==> src/rtl/mux_rr_arbiter_if.sv <==
// Requester/consumer bus of the 32:1 mux round-robin arbiter.
// The arbiter side drives the mux select and one-hot grant.
interface mux_rr_arbiter_if;
  localparam int unsigned NREQ  = 32;
  localparam int unsigned SEL_W = 5;

  logic [NREQ-1:0]  req;
  logic             out_ready;
  logic [SEL_W-1:0] sel;
  logic [NREQ-1:0]  grant;
  logic             out_valid;
  logic             busy;

  modport master (
    input  req, out_ready,
    output sel, grant, out_valid, busy
  );

  modport slave (
    output req, out_ready,
    input  sel, grant, out_valid, busy
  );
endinterface

==> src/rtl/mux_rr_arbiter.sv <==
// Round-robin arbiter sharing one 32:1 datapath mux among 32 requesters.
// The selection is held under backpressure; one transfer per clock at most.
module mux_rr_arbiter (
  input  logic              clk,
  input  logic              rst,
  mux_rr_arbiter_if.master  bus
);
  localparam int unsigned NREQ  = 32;
  localparam int unsigned SEL_W = 5;

  typedef enum logic {IDLE, GRANT} state_t;

  state_t           state_q, state_d;
  logic [SEL_W-1:0] ptr_q, ptr_d;
  logic [SEL_W-1:0] sel_q, sel_d;
  logic [NREQ-1:0]  grant_q, grant_d;
  logic             valid_q, valid_d;

  logic             xfer_c;
  logic [SEL_W-1:0] base_c;
  logic             hit_c;
  logic [SEL_W-1:0] pick_c;

  // First set request bit scanning upward from base, wrapping at NREQ.
  function automatic logic [SEL_W:0] rr_pick(input logic [NREQ-1:0]  r,
                                             input logic [SEL_W-1:0] base);
    logic             hit;
    logic [SEL_W-1:0] res;
    logic [SEL_W-1:0] idx;
    hit = 1'b0;
    res = base;
    for (int unsigned i = 0; i < NREQ; i++) begin
      idx = base + SEL_W'(i);
      if (!hit && r[idx]) begin
        hit = 1'b1;
        res = idx;
      end
    end
    return {hit, res};
  endfunction

  // In GRANT the pick is only consumed on a transfer, where the new ptr is sel+1.
  assign xfer_c          = valid_q && bus.out_ready;
  assign base_c          = (state_q == GRANT) ? SEL_W'(sel_q + SEL_W'(1)) : ptr_q;
  assign {hit_c, pick_c} = rr_pick(bus.req, base_c);

  always_comb begin
    state_d = state_q;
    ptr_d   = ptr_q;
    sel_d   = sel_q;
    grant_d = grant_q;
    valid_d = valid_q;
    case (state_q)
      IDLE: begin
        if (hit_c) begin
          sel_d   = pick_c;
          grant_d = NREQ'(1) << pick_c;
          valid_d = 1'b1;
          state_d = GRANT;
        end
      end
      GRANT: begin
        if (xfer_c) begin
          ptr_d = base_c;
          if (hit_c) begin
            sel_d   = pick_c;
            grant_d = NREQ'(1) << pick_c;
          end else begin
            grant_d = '0;
            valid_d = 1'b0;
            state_d = IDLE;
          end
        end
      end
      default: begin
        grant_d = '0;
        valid_d = 1'b0;
        state_d = IDLE;
      end
    endcase
  end

  always_ff @(posedge clk) begin
    if (rst) begin
      state_q <= IDLE;
      ptr_q   <= '0;
      sel_q   <= '0;
      grant_q <= '0;
      valid_q <= 1'b0;
    end else begin
      state_q <= state_d;
      ptr_q   <= ptr_d;
      sel_q   <= sel_d;
      grant_q <= grant_d;
      valid_q <= valid_d;
    end
  end

  assign bus.sel       = sel_q;
  assign bus.grant     = grant_q;
  assign bus.out_valid = valid_q;
  assign bus.busy      = valid_q;
endmodule

==> src/flat_wrapper.sv <==
// flat-port wrapper written by rule: the top's interface ports become plain ports
module mux_rr_arbiter_flat 
  (clk, rst, bus_req, bus_out_ready, bus_sel, bus_grant, bus_out_valid, bus_busy);
  mux_rr_arbiter_if bus_i ();
  input  logic clk;
  input  logic rst;
  input wire logic [$bits(bus_i.req)-1:0] bus_req;
  input wire logic [$bits(bus_i.out_ready)-1:0] bus_out_ready;
  output wire logic [$bits(bus_i.sel)-1:0] bus_sel;
  output wire logic [$bits(bus_i.grant)-1:0] bus_grant;
  output wire logic [$bits(bus_i.out_valid)-1:0] bus_out_valid;
  output wire logic [$bits(bus_i.busy)-1:0] bus_busy;
  assign bus_i.req = bus_req;
  assign bus_i.out_ready = bus_out_ready;
  assign bus_sel = bus_i.sel;
  assign bus_grant = bus_i.grant;
  assign bus_out_valid = bus_i.out_valid;
  assign bus_busy = bus_i.busy;
  mux_rr_arbiter u_core (.clk(clk), .rst(rst), .bus(bus_i));
endmodule
==> config.mk <==
export PLATFORM = sky130hd
export DESIGN_NAME = mux_rr_arbiter_flat
export DESIGN_NICKNAME = d
export VERILOG_FILES = /design/src/rtl/mux_rr_arbiter_if.sv /design/src/rtl/mux_rr_arbiter.sv /design/src/flat_wrapper.sv
export SDC_FILE = /design/constraint.sdc
export NUM_CORES = 1
export LEC_CHECK = 0
export ABC_AREA = 1
export CAP_MARGIN = 20
export CORE_MARGIN = 10
export CORE_UTILIZATION = 45
export CTS_CLUSTER_SIZE = 8
export DETAILED_ROUTE_END_ITERATION = 10
export DONT_BUFFER_PORTS = 1
export SYNTH_ARGS = -nofsm -noshare
export SYNTH_HDL_FRONTEND = slang
export SYNTH_SLANG_ARGS = --single-unit
==> constraint.sdc <==
create_clock -name clk -period 7.3 [get_ports clk]
set_clock_uncertainty 0.05 [all_clocks]
set_input_delay 1.825 -clock clk [delete_from_list [all_inputs] [get_ports clk]]
set_output_delay 1.825 -clock clk [all_outputs]
set_load 0.03 [all_outputs]
After elaboration in Yosys (flattened, before gate mapping)
Index checks and enable logic that the tools add are counted.
W data, S select, Z words.
{"block": "word_totals", "reg_bits": 44, "inputBits": 35, "wordCells": 282}
{"block": "op_classes", "add_sub_neg": 32, "magnitude_cmp": 32, "eq_ne": 3, "shift": 1, "mux": 142, "n_bitwise": 1, "reduce_logical": 66}
{"cell": "$lt A5 B6 Y1 const B", "n": 32}
{"cell": "$mux W5", "n": 34}
{"cell": "$bmux W1 S5", "n": 32}
{"cell": "$mux W32", "n": 3}
{"cell": "$add A5 B5 Y5 const B", "n": 16}
{"cell": "$mux W1", "n": 69}
{"cell": "$pmux W32 S2", "n": 1}
{"cell": "$add A5 B4 Y5 const B", "n": 8}
{"cell": "$logic_and A1 B1 Y1", "n": 32}
{"cell": "$shl A1 B5 Y32 const A", "n": 1}
{"cell": "$logic_not A1 Y1", "n": 31}
{"cell": "$add A5 B3 Y5 const B", "n": 4}
{"cell": "$add A5 B1 Y5 const B", "n": 2}
{"cell": "$add A5 B2 Y5 const B", "n": 2}
{"cell": "$pmux W5 S2", "n": 1}
{"cell": "$ne A2 B2 Y1 const B", "n": 2}
{"cell": "$pmux W1 S2", "n": 2}
{"cell": "$reduce_and A2 Y1", "n": 2}
{"cell": "$reduce_and A3 Y1", "n": 1}
{"cell": "$ne A2 B1 Y1 const B", "n": 1}
{"cell": "$not A1 Y1", "n": 1}

Depth between registers and ports, before layout
{"block": "logic_depth", "depth_word": 102, "mapped_depth": 62}

Worst setup path after synthesis
OpenSTA, ideal clock, no wires.
{"block": "synth_path", "kind": "register -> register", "from": "register u_core.sel_q[0], in the netlist u_core.bus.sel[0]", "to": "register u_core.grant_q[20], in the netlist u_core.bus.grant[20]", "setup_ns": 0.124, "arrival_ns": 5.800, "required_time_ns": 7.126, "slack_ns": 1.326, "path_stages_with_launch": 50, "period_less_slack_ns": 5.974, "cell_sequence": "dfxtp_1 > ha_1 > nand2_1 > o21ai_1 > buf_4 > buf_2 > ha_1 > clkinv_1 > clkbuf_1 > nand3_1 > nand2_1 > nand2_1 > o21ai_0 > nand2_1 > o21a_1 > nand2_1 > nand2_1 > inv_1 > [... 14 more ...] > nand2_4 > nor3_2 > nand3_2 > nor2_4 > nand2_2 > nor2_4 > nand2_1 > nor2_4 > nand2_2 > o21ai_0 > inv_1 > nand2_2 > nand2_1 > buf_4 > nand2_1 > nor2_1 > nor2_1 > nor2_1"}
{"block": "synth_between", "elab_chain_len": 102}
{"item": "start, declared", "line_no": "mux_rr_arbiter.sv:15", "text": "logic [SEL_W-1:0] sel_q, sel_d;"}
{"item": "start signal, assigned", "line_no": "mux_rr_arbiter.sv:93", "text": "sel_q <= sel_d;"}
{"item": "$add A5 B1 Y5 *", "line_no": "mux_rr_arbiter.sv:44", "text": "assign base_c = (state_q == GRANT) ? SEL_W'(sel_q + SEL_W'(1)) : ptr_q;"}
{"item": "$mux W5 *", "line_no": "mux_rr_arbiter.sv:44"}
{"item": "via u_core.base_c[1]", "line_no": "mux_rr_arbiter.sv:20", "text": "logic [SEL_W-1:0] base_c;"}
{"item": "branches (longest 100 deep; another with $add A5 B1 Y5)"}
{"item": "end signal, assigned", "line_no": "mux_rr_arbiter.sv:94", "text": "grant_q <= grant_d;"}
{"item": "end, declared", "line_no": "mux_rr_arbiter.sv:16", "text": "logic [NREQ-1:0] grant_q, grant_d;"}
Mark *: on every way through the listed nets, which the timed path passes. The select of a mux whose other input is x is not followed.
A chain may end at the register's enable or synchronous reset.

Worst setup path after layout
{"block": "layout_path", "from": "register u_core.sel_q[0], in the netlist u_core.bus.sel[0]", "to": "register u_core.grant_q[24], in the netlist u_core.bus.grant[24]"}
{"block": "layout_between", "elab_chain_len": 102}
{"item": "$add A5 B1 Y5 *", "line_no": "mux_rr_arbiter.sv:44"}
{"item": "$mux W5 *", "line_no": "mux_rr_arbiter.sv:44"}
{"item": "branches (longest 100 deep; another with $add A5 B1 Y5)"}
Every way passes the cells marked *. The select of a mux whose other input is x is not followed.

==> flow_summary.toml <==
[timing]
holdWs_ps = 457
post-route-min-period_ps = 6610
fin_setup_tns_ps = 0
relSlewSlack = 0.402
grt_setup_unrepaired = "false"
hold_viol = 0
maxSlewViolCount = 0
setup-violations-final = 0
fmax_mhz = 151
tightest_slew_ps = 891
min_period_over_period = 0.906

[critical_path]
cpMaxStageDelayCell = "ha_1"
crit_type = "reg -> reg"
cp_max_fo = 13
critPathMostFrequentCell = "nand2_1"
cp.arrival_ps = 6800
critPathCaptureType = "flop"
start_kind = "flop"
worstPathRequired_ps = 7490
slowest_delay_ps = 320

[layout]
final_cell_mix = "nand2_1 (523), inv_1 (207), nand3_1 (162), nor2_1 (142), o21ai_0 (103)"
syn_to_final_growth_pct = 3.42
layout-drive-gt1-share = 0.0851
diodes = 0
stdcell_area_mm2 = 0.00746
instances_no_fill = 1615
fillCellCount = 1791
final_common_cell = "nand2_1"
fin_nets = 1442

[pwr]
clockPowerShare = 0.058
switching_share = 0.659
p_sw_mw = 2.52
vdd_drop_max_mv = 0.370
pwr-share-comb = 0.834
p_leak_nw = 3.90
fin_total_pwr_mw = 3.83
power_density_mw_per_mm2 = 513
p_int_mw = 1.31
power_frac_seq = 0.108

[detailed_routing]
drt.antenna.violating_nets = 0
drc = 0
wl_um = 26100
firstDrtPassIters = 6
vias = 8518
drtIter0Drc = 867
routedWlPerCell_um = 16.2
viasPerCell = 5.27

[global_route]
grt_max_degree = 36
globalRouteTotalUtil = 0.232
grt_overflow = 0
grt_pass1_vias = 7378
grt_pass1_wl_um = 40700
antenna_found_initial = 0

[cts]
clk_latency_ps = 290
cts_tree = "built"
hold_buffers = 0
cts_root_buf = "clkbuf_16"
htree_levels = 2
clockBufferDepth = 2
cts_buffers = 5
numClockSinks = 44
cts.clk_slew.worst_paths_ps = 60

[synthesis]
syn_avg_cell_area_um2 = 5.11
synthAdderAreaFrac = 0.0139
synth_seq_cells = 44
ys_types = 49
syn_nets = 1454
yosysWarnings = 0
synthMuxAreaShare = 0
synthCells = 1411
synth_top_family_by_area = "simple AND/OR/NAND/NOR gates"
synthArstFlopShare = 0
ys_seq_area_frac = 0.122
syn_area_mm2 = 0.00722
synth.top_cell.area_share = 0.274
synth-main-ff-cell = "dfxtp_1"
synth-xor-area-share = 0.0253
synth_edf_count = 0
yosys.area.top_type = "nand2_1"
synth-simple-area-share = 0.553
synth_compound_area_frac = 0.118
ys_top_cells_by_area = "nand2_1 (27%), dfxtp_1 (12%), nand3_1 (11%), inv_1 (11%), nor2_1 (7.4%)"

[flow_run]
maxCapViolCount = 0

[floorplanning]
dieWidth_um = 147
core_mm2 = 0.0158
io_pins = 74
initial_utilization = 0.456
placementRows = 46
fp.dieArea_mm2 = 0.0215
die_y_um = 147

[placed_design]
dp_cells = 1603
place.gp.congestion = 1.05
hpwlAfterDp_um = 20800
place_area_mm2 = 0.00728
portBuffers = 0

[hold_path]
min_path_type = "reg -> reg"

[outcome]
run_status = "complete, no violations"
## path summary, 6_finish.rpt
| check | start | end | slack (ps) | cells past startpoint |
|---|---|---|---|---|
| worst min register to register | u_core.ptr_q[4]$_SDFFE_PP0P_ | u_core.ptr_q[4]$_SDFFE_PP0P_ | 460 | 2 |
| worst min-delay path | u_core.ptr_q[4]$_SDFFE_PP0P_ | u_core.ptr_q[4]$_SDFFE_PP0P_ | 460 | 2 |
| worst max register to register | u_core.bus.sel[0]$_SDFFE_PP0P_ | u_core.bus.grant[24]$_SDFFE_PP0P_ | 690 | 47 |
| worst max-delay path | u_core.bus.sel[0]$_SDFFE_PP0P_ | u_core.bus.grant[24]$_SDFFE_PP0P_ | 690 | 47 |
## metal layers
metal / wire length, um / GRT usage
met5: 0 / 0
met4: 695 / 0.0681
met3: 2430 / 0.0405
met2: 11000 / 0.351
met1: 11900 / 0.327
## critical path: cells and delay by family, from the launching register on
family / cells / cell delay [ps]
and+or+nand+nor: 34 / 4160
buffers and inverters: 8 / 930
adders and majority gates: 2 / 630
AOI/OAI and AO/OA: 3 / 500
DFF: 1 / 300
## final cells by class
| cell class | count | area [um^2] | area share |
|---|---|---|---|
| clock inverter | 2 | 12.5 | 0.00168 |
| sequential | 44 | 882 | 0.118 |
| tap | 216 | 270 | 0.0362 |
| inverter | 217 | 815 | 0.109 |
| timing repair buffer | 29 | 218 | 0.0292 |
| multi-input combinational | 1102 | 5140 | 0.689 |
| clock buffer | 5 | 125 | 0.0168 |
## power by group through the flow
stage / registers (mW) / logic (mW) / clock network, mW
floorplan: 0.422 / 2.31 / 0
finish: 0.414 / 3.19 / 0.221
global route: 0.422 / 3.53 / 0.236
detailed placement: 0.422 / 3.09 / 0
CTS: 0.417 / 3.10 / 0.223
global placement: 0.421 / 3.08 / 0
## cells in the mapped netlist, types with 3 or more instances
master,n
a21oi_1,28
a31oi_1,5
buf_2,7
buf_4,18
buf_6,12
clkbuf_1,3
dfxtp_1,44
ha_1,8
inv_1,207
inv_2,8
nand2_1,526
nand2_2,28
nand2_4,6
nand3_1,162
nand3_2,11
nand4_1,10
nor2_1,142
nor2_2,5
nor2_4,8
o211ai_1,5
o21ai_0,103
o21ai_1,11
or2_2,3
xnor2_1,3
xor2_1,16
## state kept, by name, summed over array words and instances, names as in the netlist
signal,count
u_core.bus.sel,5
u_core.bus.busy,1
u_core.bus.grant,32
u_core.state_q,1
u_core.ptr_q,5
## logic make-up after synthesis
family,Yosys count
AOI/OAI and AO/OA,161
adders and majority gates,8
DFF,44
and+or+nand+nor,913
buffers and inverters,265
xor gates and xnor gates,20
## metrics by stage
stage | utilization | setup slack (ps)
floorplan | - | 1330
global placement | 0.460 | 462
detailed placement | 0.460 | 418
CTS | 0.469 | 385
global route | 0.472 | 3.45
finish | 0.472 | 687
## timing repair
action                                  4_1_cts  5_1_grt
gates resized for setup                       0        4
buffers inserted                              0        5
endpoints found under the setup margin        0       36
No activity file was read; power rests on OpenSTA's default activity.
